### src/rtl/vault_sequencer_pkg.sv
// -----------------------------------------------------------------------------
// vault_pkg
// Shared types and constants for the vault combination sequencer.
//   vault_state_t  : sequencer state encoding
//   DEFAULT_CODE   : combination loaded at reset (entry i uses DEFAULT_CODE[i])
//   default_code() : default entry for a step index, wraps past the table end
//   expected_dir() : required dial direction for a step (1 = up, 0 = down)
//   LED_*          : bit positions on the board LED bus
// -----------------------------------------------------------------------------
package vault_pkg;

  typedef enum logic [2:0] {
    ST_LOCKED,
    ST_ENTRY,
    ST_OPEN,
    ST_RELOCK,
    ST_LOCKOUT,
    ST_PROG
  } vault_state_t;

  localparam int DEFAULT_LEN = 8;
  localparam int DEFAULT_CODE [DEFAULT_LEN] = '{7, 20, 3, 12, 25, 9, 30, 15};

  function automatic int default_code(input int idx);
    return DEFAULT_CODE[idx % DEFAULT_LEN];
  endfunction

  // Steps alternate up / down, starting with up on step 0.
  function automatic logic expected_dir(input int idx);
    return (idx % 2) == 0;
  endfunction

  localparam int LED_LOCKED   = 0;
  localparam int LED_ENTRY    = 1;
  localparam int LED_UNLOCKED = 2;
  localparam int LED_LOCKOUT  = 3;
  localparam int LED_DIR      = 4;
  localparam int LED_CODE_LSB = 5;

endpackage

### src/rtl/vault_sequencer_lockout_timer.sv
// -----------------------------------------------------------------------------
// lockout_timer
// Loadable down-counter used to time the failed-attempt lockout.
//   clock    in  system clock
//   n_reset  in  asynchronous active-low reset (count cleared to 0)
//   load     in  load LOCKOUT_CYCLES-1 (has priority over count_en)
//   count_en in  decrement by one
//   zero     out count is 0
// -----------------------------------------------------------------------------
module lockout_timer #(
  parameter int LOCKOUT_CYCLES = 1024
) (
  input  logic clock,
  input  logic n_reset,
  input  logic load,
  input  logic count_en,
  output logic zero
);

  // Only needs to hold LOCKOUT_CYCLES-1.
  localparam int CNT_W = $clog2(LOCKOUT_CYCLES);

  logic [CNT_W-1:0] count_q;

  // NOTE: sequential state uses non-blocking assignments so every flop
  // samples pre-edge values regardless of block ordering.
  always_ff @(posedge clock or negedge n_reset) begin
    if (!n_reset) begin
      count_q <= '0;
    end else if (load) begin
      count_q <= CNT_W'(LOCKOUT_CYCLES - 1);
    end else if (count_en) begin
      count_q <= count_q - 1'b1;
    end
  end

  assign zero = (count_q == '0);

endmodule

### src/rtl/vault_sequencer.sv
// -----------------------------------------------------------------------------
// vault_sequencer
// Checks detent-by-detent dial moves against a NUM_STEPS combination that
// alternates up/down, counts consecutive failures, enforces a timed lockout
// after MAX_FAILS of them, and drives the unlock output and board LEDs.
// Optional feature macro VAULT_PROG_EN: lets an open vault reprogram its
// combination through prog/set; without it the combination is fixed and
// prog/set are ignored.
//
// Ports
//   clock       in   system clock, rising edge
//   n_reset     in   asynchronous active-low reset
//   direction   in   direction of the current move (1 = up, 0 = down)
//   vault_code  in   dial position after the current move
//   code_valid  in   one-cycle strobe per detent move
//   prog        in   level, request to reprogram while open
//   set         in   strobe, store vault_code as next combination entry
//   unlocked    out  vault open (OPEN or PROG)
//   lockout     out  lockout active
//   step        out  entry / programming index (0 in other states)
//   fail_count  out  consecutive failures
//   led         out  [0] LOCKED [1] ENTRY [2] unlocked [3] lockout
//                    [4] direction [9:5] vault_code[4:0]
// -----------------------------------------------------------------------------
module vault_sequencer
  import vault_pkg::*;
#(
  parameter int CODE_W         = 5,
  parameter int NUM_STEPS      = 3,
  parameter int MAX_FAILS      = 3,
  parameter int LOCKOUT_CYCLES = 1024
) (
  input  logic                           clock,
  input  logic                           n_reset,
  input  logic                           direction,
  input  logic [CODE_W-1:0]              vault_code,
  input  logic                           code_valid,
  input  logic                           prog,
  input  logic                           set,
  output logic                           unlocked,
  output logic                           lockout,
  output logic [$clog2(NUM_STEPS)-1:0]   step,
  output logic [$clog2(MAX_FAILS+1)-1:0] fail_count,
  output logic [9:0]                     led
);

  localparam int STEP_W = $clog2(NUM_STEPS);
  localparam int FAIL_W = $clog2(MAX_FAILS + 1);
  localparam logic [STEP_W-1:0] LAST_STEP  = STEP_W'(NUM_STEPS - 1);
  localparam logic [FAIL_W-1:0] FAIL_LIMIT = FAIL_W'(MAX_FAILS);
  localparam logic [CODE_W-1:0] CODE_ONES  = '1;

  vault_state_t      state_q, state_d;
  logic [STEP_W-1:0] step_q, step_d;
  logic [FAIL_W-1:0] fail_q, fail_d, fail_inc;
  logic [CODE_W-1:0] comb_q [NUM_STEPS];

  logic              timer_load, timer_en, timer_zero;
  logic              prog_req, prog_write, prog_commit;
  logic [CODE_W-1:0] target;
  logic              exp_up, hit, wrong_dir, overshoot;

  lockout_timer #(
    .LOCKOUT_CYCLES(LOCKOUT_CYCLES)
  ) u_timer (
    .clock   (clock),
    .n_reset (n_reset),
    .load    (timer_load),
    .count_en(timer_en),
    .zero    (timer_zero)
  );

  assign timer_en = (state_q == ST_LOCKOUT) && !timer_zero;
  assign fail_inc = fail_q + 1'b1;

  // Entry checks against the current step. Overshoot includes the dial
  // wrapping past its end stop in the required direction.
  always_comb begin
    target    = comb_q[step_q];
    exp_up    = expected_dir(int'(step_q));
    hit       = (direction == exp_up) && (vault_code == target);
    wrong_dir = (direction != exp_up);
    overshoot = exp_up ? ((vault_code > target) || (vault_code == '0))
                       : ((vault_code < target) || (vault_code == CODE_ONES));
  end

  // State register
  always_ff @(posedge clock or negedge n_reset) begin
    if (!n_reset) begin
      state_q <= ST_LOCKED;
      step_q  <= '0;
      fail_q  <= '0;
    end else begin
      state_q <= state_d;
      step_q  <= step_d;
      fail_q  <= fail_d;
    end
  end

  // Next-state logic
  always_comb begin
    // NOTE: every output of this block gets a default first, so no path
    // can leave one unassigned and infer a latch.
    state_d     = state_q;
    step_d      = step_q;
    fail_d      = fail_q;
    timer_load  = 1'b0;
    prog_write  = 1'b0;
    prog_commit = 1'b0;

    unique case (state_q)
      ST_LOCKED: begin
        if (code_valid && !direction && (vault_code == '0)) begin
          state_d = ST_ENTRY;
          step_d  = '0;
        end
      end

      ST_ENTRY: begin
        if (code_valid) begin
          if (hit) begin
            if (step_q == LAST_STEP) begin
              state_d = ST_OPEN;
              step_d  = '0;
              fail_d  = '0;
            end else begin
              step_d = step_q + 1'b1;
            end
          end else if (wrong_dir || overshoot) begin
            step_d = '0;
            fail_d = fail_inc;
            if (fail_inc == FAIL_LIMIT) begin
              state_d    = ST_LOCKOUT;
              timer_load = 1'b1;
            end else begin
              state_d = ST_LOCKED;
            end
          end
        end
      end

      // Leave after the cycle in which the timer shows zero, so the state
      // spans exactly LOCKOUT_CYCLES cycles from the load.
      ST_LOCKOUT: begin
        if (timer_zero) begin
          state_d = ST_LOCKED;
          fail_d  = '0;
        end
      end

      ST_OPEN: begin
        if (prog_req) begin
          state_d = ST_PROG;
          step_d  = '0;
        end else if (code_valid && !direction) begin
          state_d = ST_RELOCK;
        end
      end

      ST_RELOCK: begin
        if (code_valid && !direction && (vault_code == '0)) begin
          state_d = ST_LOCKED;
        end
      end

`ifdef VAULT_PROG_EN
      // A set coinciding with prog falling is dropped: abort wins.
      ST_PROG: begin
        if (!prog) begin
          state_d = ST_OPEN;
          step_d  = '0;
        end else if (set) begin
          prog_write = 1'b1;
          if (step_q == LAST_STEP) begin
            prog_commit = 1'b1;
            state_d     = ST_OPEN;
            step_d      = '0;
          end else begin
            step_d = step_q + 1'b1;
          end
        end
      end
`endif

      default: begin
        state_d = ST_LOCKED;
        step_d  = '0;
      end
    endcase
  end

`ifdef VAULT_PROG_EN
  logic [CODE_W-1:0] shadow_q [NUM_STEPS];

  assign prog_req = prog;

  // NOTE: the shadow array has no reset; each programming pass rewrites
  // entries 0..NUM_STEPS-2 before the commit reads them, so stale data
  // from an aborted or reset pass is never copied into the combination.
  always_ff @(posedge clock) begin
    if (prog_write) begin
      shadow_q[step_q] <= vault_code;
    end
  end

  // The last entry comes straight from the dial so the whole combination
  // lands on the same edge as the final set.
  always_ff @(posedge clock or negedge n_reset) begin
    if (!n_reset) begin
      for (int i = 0; i < NUM_STEPS; i++) begin
        comb_q[i] <= CODE_W'(default_code(i));
      end
    end else if (prog_commit) begin
      for (int i = 0; i < NUM_STEPS - 1; i++) begin
        comb_q[i] <= shadow_q[i];
      end
      comb_q[NUM_STEPS-1] <= vault_code;
    end
  end
`else
  logic unused_prog;

  assign prog_req    = 1'b0;
  assign unused_prog = ^{prog, set, prog_write, prog_commit};

  for (genvar g = 0; g < NUM_STEPS; g++) begin : g_default_code
    assign comb_q[g] = CODE_W'(default_code(g));
  end
`endif

  // Output logic
  always_comb begin
    unlocked   = (state_q == ST_OPEN) || (state_q == ST_PROG);
    lockout    = (state_q == ST_LOCKOUT);
    step       = ((state_q == ST_ENTRY) || (state_q == ST_PROG)) ? step_q : '0;
    fail_count = fail_q;

    led                   = '0;
    led[LED_LOCKED]       = (state_q == ST_LOCKED);
    led[LED_ENTRY]        = (state_q == ST_ENTRY);
    led[LED_UNLOCKED]     = unlocked;
    led[LED_LOCKOUT]      = lockout;
    led[LED_DIR]          = direction;
    led[LED_CODE_LSB +: 5] = 5'(vault_code);
  end

endmodule

### config.mk
export PLATFORM = sky130hd
export DESIGN_NAME = vault_sequencer
export DESIGN_NICKNAME = d
export VERILOG_FILES = /design/src/rtl/vault_sequencer_pkg.sv /design/src/rtl/vault_sequencer_lockout_timer.sv /design/src/rtl/vault_sequencer.sv
export SDC_FILE = /design/constraint.sdc
export NUM_CORES = 1
export LEC_CHECK = 0
export CAP_MARGIN = 10
export CORE_ASPECT_RATIO = 0.9
export CORE_MARGIN = 8
export CORE_UTILIZATION = 40
export CTS_CLUSTER_DIAMETER = 120
export DETAILED_ROUTE_END_ITERATION = 8
export GPL_TIMING_DRIVEN = 0
export PLACE_DENSITY_LB_ADDON = 0.2
export SYNTH_ARGS = -nofsm -noshare
export SYNTH_HDL_FRONTEND = slang
export SYNTH_SLANG_ARGS = --single-unit
### constraint.sdc
create_clock -name clock -period 2.7 [get_ports clock]
set_input_delay 0.27 -clock clock [delete_from_list [all_inputs] [get_ports clock]]
set_output_delay 0.27 -clock clock [all_outputs]
set_load 0.1 [all_outputs]
==> metrics.sh, run 1 <==
RUN_STATUS='completed'
SYN-MEAN-INSTANCE-AREA_UM2=8.58
WORSTMARGINPINSLEW_NS=0.978
CPPEAKSTAGEDELAY_NS=0.88
VDD_DROP_MAX_mV=0.398
TIMING.FINAL.MAX_SLEW_VIOLATIONS=0
WORST-R2R-CELL-COUNT=8
SYNTHTOLAYOUTAREAGROWTH_PCT=25.7
IO-PIN-COUNT=27
DIE_H_UM=70.0
POST-ROUTE-PERIOD-UTIL_PCT=94.6
TIMING.CRITICAL_PATH.MAX_DELAY_FAMILY='buffers and inverters'
HOLD_VIOLATIONS=0
CRIT_REQUIRED_NS=2.43
INITIAL_UTILIZATION_PCT=42.3
NUMBER_OF_ANTENNA_VIOLATIONS_AT_THE_FIRST_CHECK_IN_GLOBAL_ROUTING=0
DIE_W_UM=76.0
SYN_NETS=168
MIN-DELAY-PATH-CLASS='primary input to asynchronous set/reset pin'
TOTAL_SWITCHING_POWER_uW=593
SYNTHDISTINCTLIBCELLS=43
AREA_SHARE_OF_THE_LARGEST_CELL_TYPE_AFTER_SYNTHESIS_PCT=32.8
HOLD_SLACK_NS=0.406
LEADING_CELL_TYPES_IN_THE_LAYOUT_FILL_AND_TAPS_EXCLUDED='sky130_fd_sc_hd__nand2_1 (21), sky130_fd_sc_hd__dfrtp_1 (17), sky130_fd_sc_hd__clkdlybuf4s50_1 (17), sky130_fd_sc_hd__inv_1 (11), sky130_fd_sc_hd__o21ai_0 (10)'
CTS_MAX_PATH_BUFS=2
SYNTH-SIMPLE-AREA-SHARE_PCT=26.7
ANTENNA_CELLS=0
SYNTH.FF_LATCH_COUNT=17
SYNTH_COMPOUND_AREA_SHARE_PCT=16.6
DPL_WORST_SLACK_NS=-0.0705
CELL_INTERNAL_PWR_uW=613
FIN_WS_NS=0.146
SYNTH_TOP_FAMILY_BY_AREA='simple AND/OR/NAND/NOR gates'
ROUTEDWLPERCELL_UM=12.4
START_KIND='flip-flop'
CTS_SINKS=17
WORSTSETUPPATHTYPE='flip-flop to output port'
DRC_VIOLATIONS_LEFT=0
R2R-START='step_q[1]'
TOTALWIRELENGTH_UM=2750
FIN_SKEW_NS=0.00399
TRITONCTS_BUFFERS=3
POWER.COMBINATIONAL.FRACTION_PCT=56.2
GRT_USAGE_PCT=10.3
MAX_FREQ_MHz=391
DETAILED_ROUTING_ITERATIONS_PASS_1=4
FIRST_PASS_GRT_WIRE_LENGTH_UM=4760
SYNTH-EDFF-COUNT=0
HOLD_BUFFERS=0
POST_SYNTH_MAIN_AREA_CONTRIBUTORS='sky130_fd_sc_hd__dfrtp_1 (33%), sky130_fd_sc_hd__nand2_1 (6.1%), sky130_fd_sc_hd__ha_1 (5.8%), sky130_fd_sc_hd__buf_4 (5.2%), sky130_fd_sc_hd__o21ai_0 (4.2%)'
WORST_SKEW_PAIR.LATE_LATENCY_NS=0.29
TOTAL_OF_WARNINGS_RAISED_BY_YOSYS=0
PORTBUFFERS=24
MAX_H_TREE_LEVEL=1
DRIVE_GT1_SHARE_PCT=15.1
SETUP.WORST_PATH.END_CLASS='output port'
MAX_CAP_VIOLATIONS=0
SYNTH_FF_TYPE='sky130_fd_sc_hd__dfrtp_1'
SETUP_VIOLATIONS=0
SEQUENTIALPOWERSHARE_PCT=32.7
CELLPOWERDENSITY_mW_PER_MM2=740
CRITPATHBUFINV=3
SHARE_OF_THE_SYNTHESIZED_NETLIST_AREA_TAKEN_BY_XOR_AND_XNOR_GATES_PCT=6.08
SYNTH_MUX_AREA_SHARE_PCT=0.772
CLOCK_POWER_SHARE_PCT=11.1
CRITICAL_PATH.SLOWEST_CELL='sky130_fd_sc_hd__dlygate4sd2_1'
ROUTABILITYCONGESTION=0.860
GRT_OVERFLOW=0
MAXIMUM_NUMBER_OF_PINS_ON_ONE_NET_BEFORE_GLOBAL_ROUTE_REPAIR=18
POWER_SWITCHING_SHARE_PCT=49.2
REG2REG_TO='fail_count[1]'
DP_HPWL_UM=2170
CORE-AREA_MM2=0.00307
YOSYSSEQAREASHARE_PCT=32.8
CLK_PIN_SLEW_NS=0.10
RSZ0062_AT_GRT='false'
NUM-FILL-CELLS=316
SYNTHESIZED_AREA_FRACTION_OCCUPIED_BY_ADDER_CELLS_PCT=5.79
MAX-SLEW-MARGIN-REL_PCT=34.6
FP.DIEAREA_MM2=0.00532
FIN_NETS=197
MAPPEDNETLISTAREA_MM2=0.00130
SYNTHESIS.INSTANCES=151
DR_TOTAL_VIAS=1104
ANT_NETS=0
TOTAL_LEAKAGE_POWER_uW=0.000731
MOSTFREQUENTLAYOUTCELL='sky130_fd_sc_hd__nand2_1'
R2R_SLACK_NS=0.33
NUMBER_OF_GLOBAL_ROUTE_VIAS_BEFORE_REPAIR=1017
VIAS_PER_CELL=5.00
NETLIST.TOP_CELL.BY_AREA='sky130_fd_sc_hd__dfrtp_1'
PLACEMENT_ROWS=19
CTS_TREE='yes'
SYNTH_ASYNC_SR_FLOP_SHARE_PCT=100
CELL_BREAKDOWN_OF_THE_CRITICAL_PATH='buf_6 > and2b_1 > nand2b_1 > inv_1 > dlygate4sd2_1'
FINAL.MIN_CLOCK_PERIOD_NS=2.55
WORST-ENDPOINT-ARRIVAL_NS=2.28
ROOT_BUFFER='sky130_fd_sc_hd__clkbuf_4'
DRT_ITER0_DRC=51
CRIT_PATH_MAX_FANOUT=9
## worst max-delay path by stage
stage | from | end | slack, ns | cells after the start
after detailed placement | vault_code[0] | fail_count[1] | -0.07 | 9
after global routing | state_q[1] | led[1] | 0.04 | 5
after floorplan | state_q[0] | led[2] | -0.09 | 4
after global placement | vault_code[0] | fail_count[1] | -0.01 | 9
final | state_q[1] | led[1] | 0.15 | 5
after CTS | state_q[0] | lockout | 0.04 | 3
## sequential cells by signal, indices dropped and copies added, names as in the netlist
name	cells
state_q	3
fail_count	2
step_q	2
u_timer.count_q	10
## synth_stat cells (3+ instances only)
cell	number
sky130_fd_sc_hd__dfrtp_1	17
sky130_fd_sc_hd__nand4_1	3
sky130_fd_sc_hd__ha_1	6
sky130_fd_sc_hd__inv_1	11
sky130_fd_sc_hd__xnor2_1	6
sky130_fd_sc_hd__nand2_1	21
sky130_fd_sc_hd__nor2b_1	3
sky130_fd_sc_hd__a21oi_1	6
sky130_fd_sc_hd__nand3_1	3
sky130_fd_sc_hd__nor3_1	3
sky130_fd_sc_hd__nand2b_1	5
sky130_fd_sc_hd__nor2_1	9
sky130_fd_sc_hd__nor4_1	3
sky130_fd_sc_hd__xor2_1	3
sky130_fd_sc_hd__buf_4	9
sky130_fd_sc_hd__o21ai_0	11
## logic make-up after synthesis
kind of cell    after synthesis
compound gates               31
xor+xnor                      9
fa+ha+maj                     6
buf+inv                      25
flops                        17
mux                           1
simple gates                 62
## layer usage
metal | wire length (µm) | part of all wire, % | global-route usage, %
met3 | 156 | 5.7 | 3.58
met4 | 10 | 0.36 | 1.96
met2 | 1200 | 44 | 15.2
met1 | 1380 | 50 | 14.1
met5 | 0 | 0 | 0
## timing repair
| action | in CTS | in global routing |
|---|---|---|
| resized for setup | 4 | 4 |
| buffers inserted | 0 | 0 |
| endpoints found under the setup margin | 4 | 6 |
## area by class of cell
cell class	count	area (µm²)	share of cell area, %
Buffer	14	104	6.37
Tap cell	42	52.6	3.23
Timing Repair Buffer	24	243	14.9
Sequential cell	17	425	26.1
Inverter	11	41.3	2.53
Clock inverter	1	5.00	0.307
Clock buffer	3	22.5	1.38
Multi-Input combinational cell	109	736	45.2
## stage by stage
step	instances	util, %	area (µm²)	setup TNS [ns]	power, µW
floorplan	151	-	1300	-0.0872	942
global placement	217	52.0	1590	-0.0194	1080
detailed placement	217	52.0	1590	-0.136	1090
CTS	221	52.7	1620	0	1220
global route	221	53.1	1630	0	1290
finish	221	53.1	1630	0	1210
## power by group through the flow
stage	Clock [µW]	Combinational (µW)	Sequential (µW)
after floorplan	0	547	395
after global placement	0	685	393
after detailed placement	0	693	399
after CTS	141	687	394
after global routing	153	728	407
final	134	678	394
Power figures use the tool's default switching activity.
==> run 2, diff against run 1 <==
--- a/config.mk
+++ b/config.mk
@@ -5,14 +5,15 @@
 export SDC_FILE = /design/constraint.sdc
 export NUM_CORES = 1
 export LEC_CHECK = 0
+export ABC_AREA = 0
 export CAP_MARGIN = 10
 export CORE_ASPECT_RATIO = 0.9
 export CORE_MARGIN = 8
 export CORE_UTILIZATION = 40
 export CTS_CLUSTER_DIAMETER = 120
 export DETAILED_ROUTE_END_ITERATION = 8
-export GPL_TIMING_DRIVEN = 0
 export PLACE_DENSITY_LB_ADDON = 0.2
+export SLEW_MARGIN = 15
 export SYNTH_ARGS = -nofsm -noshare
 export SYNTH_HDL_FRONTEND = slang
 export SYNTH_SLANG_ARGS = --single-unit
==> run 2 against run 1 <==
Net effect:
- total power decreased by 2.3%
- flip-flop and latch count unchanged
- final area decreased by 8.0%
- sequential power increased by 5%
- worst setup slack improved by 0.19 ns
- critical endpoint is now fail_count[1]
- largest power group unchanged
==> metrics.sh, run 2 (same netlist as run 1, synthesis figures left out) <==
TOTAL_LEAKAGE_POWER_uW=0.000637
FINISH.INSTANCE_AREA_MM2=0.00150
DRC_VIOLATIONS_LEFT=0
WORST_SKEW_PAIR.LATE_LATENCY_NS=0.29
CRIT_REQUIRED_NS=2.87
CTS_TREE='yes'
TOP_LAYER_USED='met4'
UTILIZATION_PCT=48.9
R2R_SLACK_NS=0.34
SETUP.WORST_PATH.END_CLASS='flip-flop'
MAX_CAP_VIOLATIONS=0
MAX-SLEW-MARGIN-REL_PCT=51.7
NUM-FILL-CELLS=307
START_KIND='flip-flop'
FIN_NETS=186
LEADING_CELL_TYPES_IN_THE_LAYOUT_FILL_AND_TAPS_EXCLUDED='sky130_fd_sc_hd__nand2_1 (21), sky130_fd_sc_hd__buf_4 (19), sky130_fd_sc_hd__dfrtp_1 (17), sky130_fd_sc_hd__inv_1 (11), sky130_fd_sc_hd__o21ai_0 (10)'
TRITONCTS_BUFFERS=3
ROOT_BUFFER='sky130_fd_sc_hd__clkbuf_4'
ROUTEDWLPERCELL_UM=13.1
DRIVE_GT1_SHARE_PCT=18.5
DP_HPWL_UM=2200
DPL-INSTANCE-AREA_MM2=0.00147
RUN_STATUS='completed'
CORE-AREA_MM2=0.00307
WORSTSETUPPATHTYPE='flip-flop to flip-flop'
FIN_WS_NS=0.337
TIMING.CRITICAL_PATH.MAX_DELAY_FAMILY='simple AND/OR/NAND/NOR gates'
ANT_NETS=0
ROUTABILITYCONGESTION=0.788
REGMOSTFLOPS='u_timer.count_q'
NUMBER_OF_ANTENNA_VIOLATIONS_AT_THE_FIRST_CHECK_IN_GLOBAL_ROUTING=0
CTS_SETUP_BUFFERS=0
COUNT_OF_INSTANCES_RESIZED_AFTER_THE_CLOCK_TREE_IS_BUILT=0
ANTENNA_CELLS=0
WORST-R2R-CELL-COUNT=9
MAX_FREQ_MHz=423
GRT_USAGE_PCT=10.3
TOTALWIRELENGTH_UM=2750
CELL_BREAKDOWN_OF_THE_CRITICAL_PATH='nand2b_1 > ha_1 > nand2_1 > nor3_1 > buf_4 > a21oi_1 > a22o_1 > nor3_2 > o22ai_1'
CLK_PIN_SLEW_NS=0.10
CRITPATHBUFINV=1
CRIT_PATH_MAX_FANOUT=10
IO-PIN-COUNT=27
DETAILED_ROUTING_ITERATIONS_PASS_1=4
DRT_ITER0_DRC=55
REG.LARGEST.LIST='u_timer.count_q: 10 flops, state_q: 3 flops'
SYNTHTOLAYOUTAREAGROWTH_PCT=15.6
DR_TOTAL_VIAS=1073
FIN_SKEW_NS=0.00107
FP.DIEAREA_MM2=0.00532
CTS_MAX_PATH_BUFS=2
HOLD_BUFFERS=0
PORTBUFFERS=24
NUMBER_OF_GLOBAL_ROUTE_VIAS_BEFORE_REPAIR=994
REG2REG_TO='fail_count[1]'
R2R-START='step_q[0]'
DIE_H_UM=70.0
MOSTFREQUENTLAYOUTCELL='sky130_fd_sc_hd__nand2_1'
CELLPOWERDENSITY_mW_PER_MM2=786
SETUP_TNS_NS=0
GRT_OVERFLOW=0
WORST-ENDPOINT-ARRIVAL_NS=2.53
DPL_WORST_SLACK_NS=0.156
FINAL.MIN_CLOCK_PERIOD_NS=2.36
HOLD_VIOLATIONS=0
VDD_DROP_MAX_mV=0.437
WORSTMARGINPINSLEW_NS=0.723
DETAILROUTE.WIRELENGTH.MET3_UM=119
CRITICAL_PATH.SLOWEST_CELL='sky130_fd_sc_hd__dfrtp_1'
MET2_WIRELENGTH_UM=1230
TIMING.FINAL.MAX_SLEW_VIOLATIONS=0
ROUTEDLENGTHMET1_UM=1390
POST-ROUTE-PERIOD-UTIL_PCT=87.5
INITIAL_UTILIZATION_PCT=42.3
CTS_SINKS=17
SETUP_VIOLATIONS=0
MAXIMUM_NUMBER_OF_PINS_ON_ONE_NET_BEFORE_GLOBAL_ROUTE_REPAIR=18
DIE_W_UM=76.0
MAX_H_TREE_LEVEL=1
VIAS_PER_CELL=5.11
LARGEST_REGISTER_FFS=10
FIRST_PASS_GRT_WIRE_LENGTH_UM=4710
PLACEMENT_ROWS=19
CPPEAKSTAGEDELAY_NS=0.52
RSZ0062_AT_GRT='false'
MIN-DELAY-PATH-CLASS='primary input to asynchronous set/reset pin'
DESIGN_POWER_TOTAL_uW=1180
## run 2: changes by cell type in the layout (fill, tap and decap cells not counted)
cell,previous run,this run
sky130_fd_sc_hd__buf_6,2,0
sky130_fd_sc_hd__dlygate4sd2_1,4,0
sky130_fd_sc_hd__dlymetal6s2s_1,3,0
sky130_fd_sc_hd__clkdlybuf4s50_1,17,8
sky130_fd_sc_hd__buf_2,1,0
sky130_fd_sc_hd__nor3_2,3,2
sky130_fd_sc_hd__nor3_1,1,2
sky130_fd_sc_hd__clkinv_2,1,0
sky130_fd_sc_hd__buf_4,9,19
sky130_fd_sc_hd__clkbuf_2,1,0
## run 2: metrics by stage
step	cells	hold slack, ns
final	210	0.405
after global routing	210	0.480
after CTS	210	0.431
after detailed placement	206	0.501
after global placement	206	0.488
after floorplan	151	-0.0256
## run 2: how the worst max path moves through the flow
stage | from | endpoint | slack (ns) | cells after the start
after floorplan | state_q[0] | led[2] | -0.09 | 4
after global placement | vault_code[0] | fail_count[1] | 0.20 | 10
after detailed placement | vault_code[1] | u_timer.count_q[1] | 0.16 | 7
after CTS | step_q[0] | fail_count[1] | 0.34 | 9
after global routing | step_q[0] | fail_count[1] | 0.15 | 9
final | step_q[0] | fail_count[1] | 0.34 | 9
## run 2: area by class of cell
class / instances / area, µm² / share of cell area [%]
clock buffers: 4 / 26.3 / 1.75
inverters: 11 / 41.3 / 2.75
multi-input cells: 109 / 731 / 48.7
flip-flops and latches: 17 / 425 / 28.4
well taps: 42 / 52.6 / 3.51
repair buffers: 27 / 223 / 14.9
## run 2: report_power, final
part	total [µW]	internal [µW]	switching, µW
Clock	136	57.4	78.1
Sequential	413	322	91.8
Combinational	629	207	422
Total	1180	586	592
## run 2: metal layers
layer,GRT usage [%],vias up
li1,-,550
met1,14.0,505
met3,3.96,2
met2,15.3,16
met4,1.30,0
met5,0,-
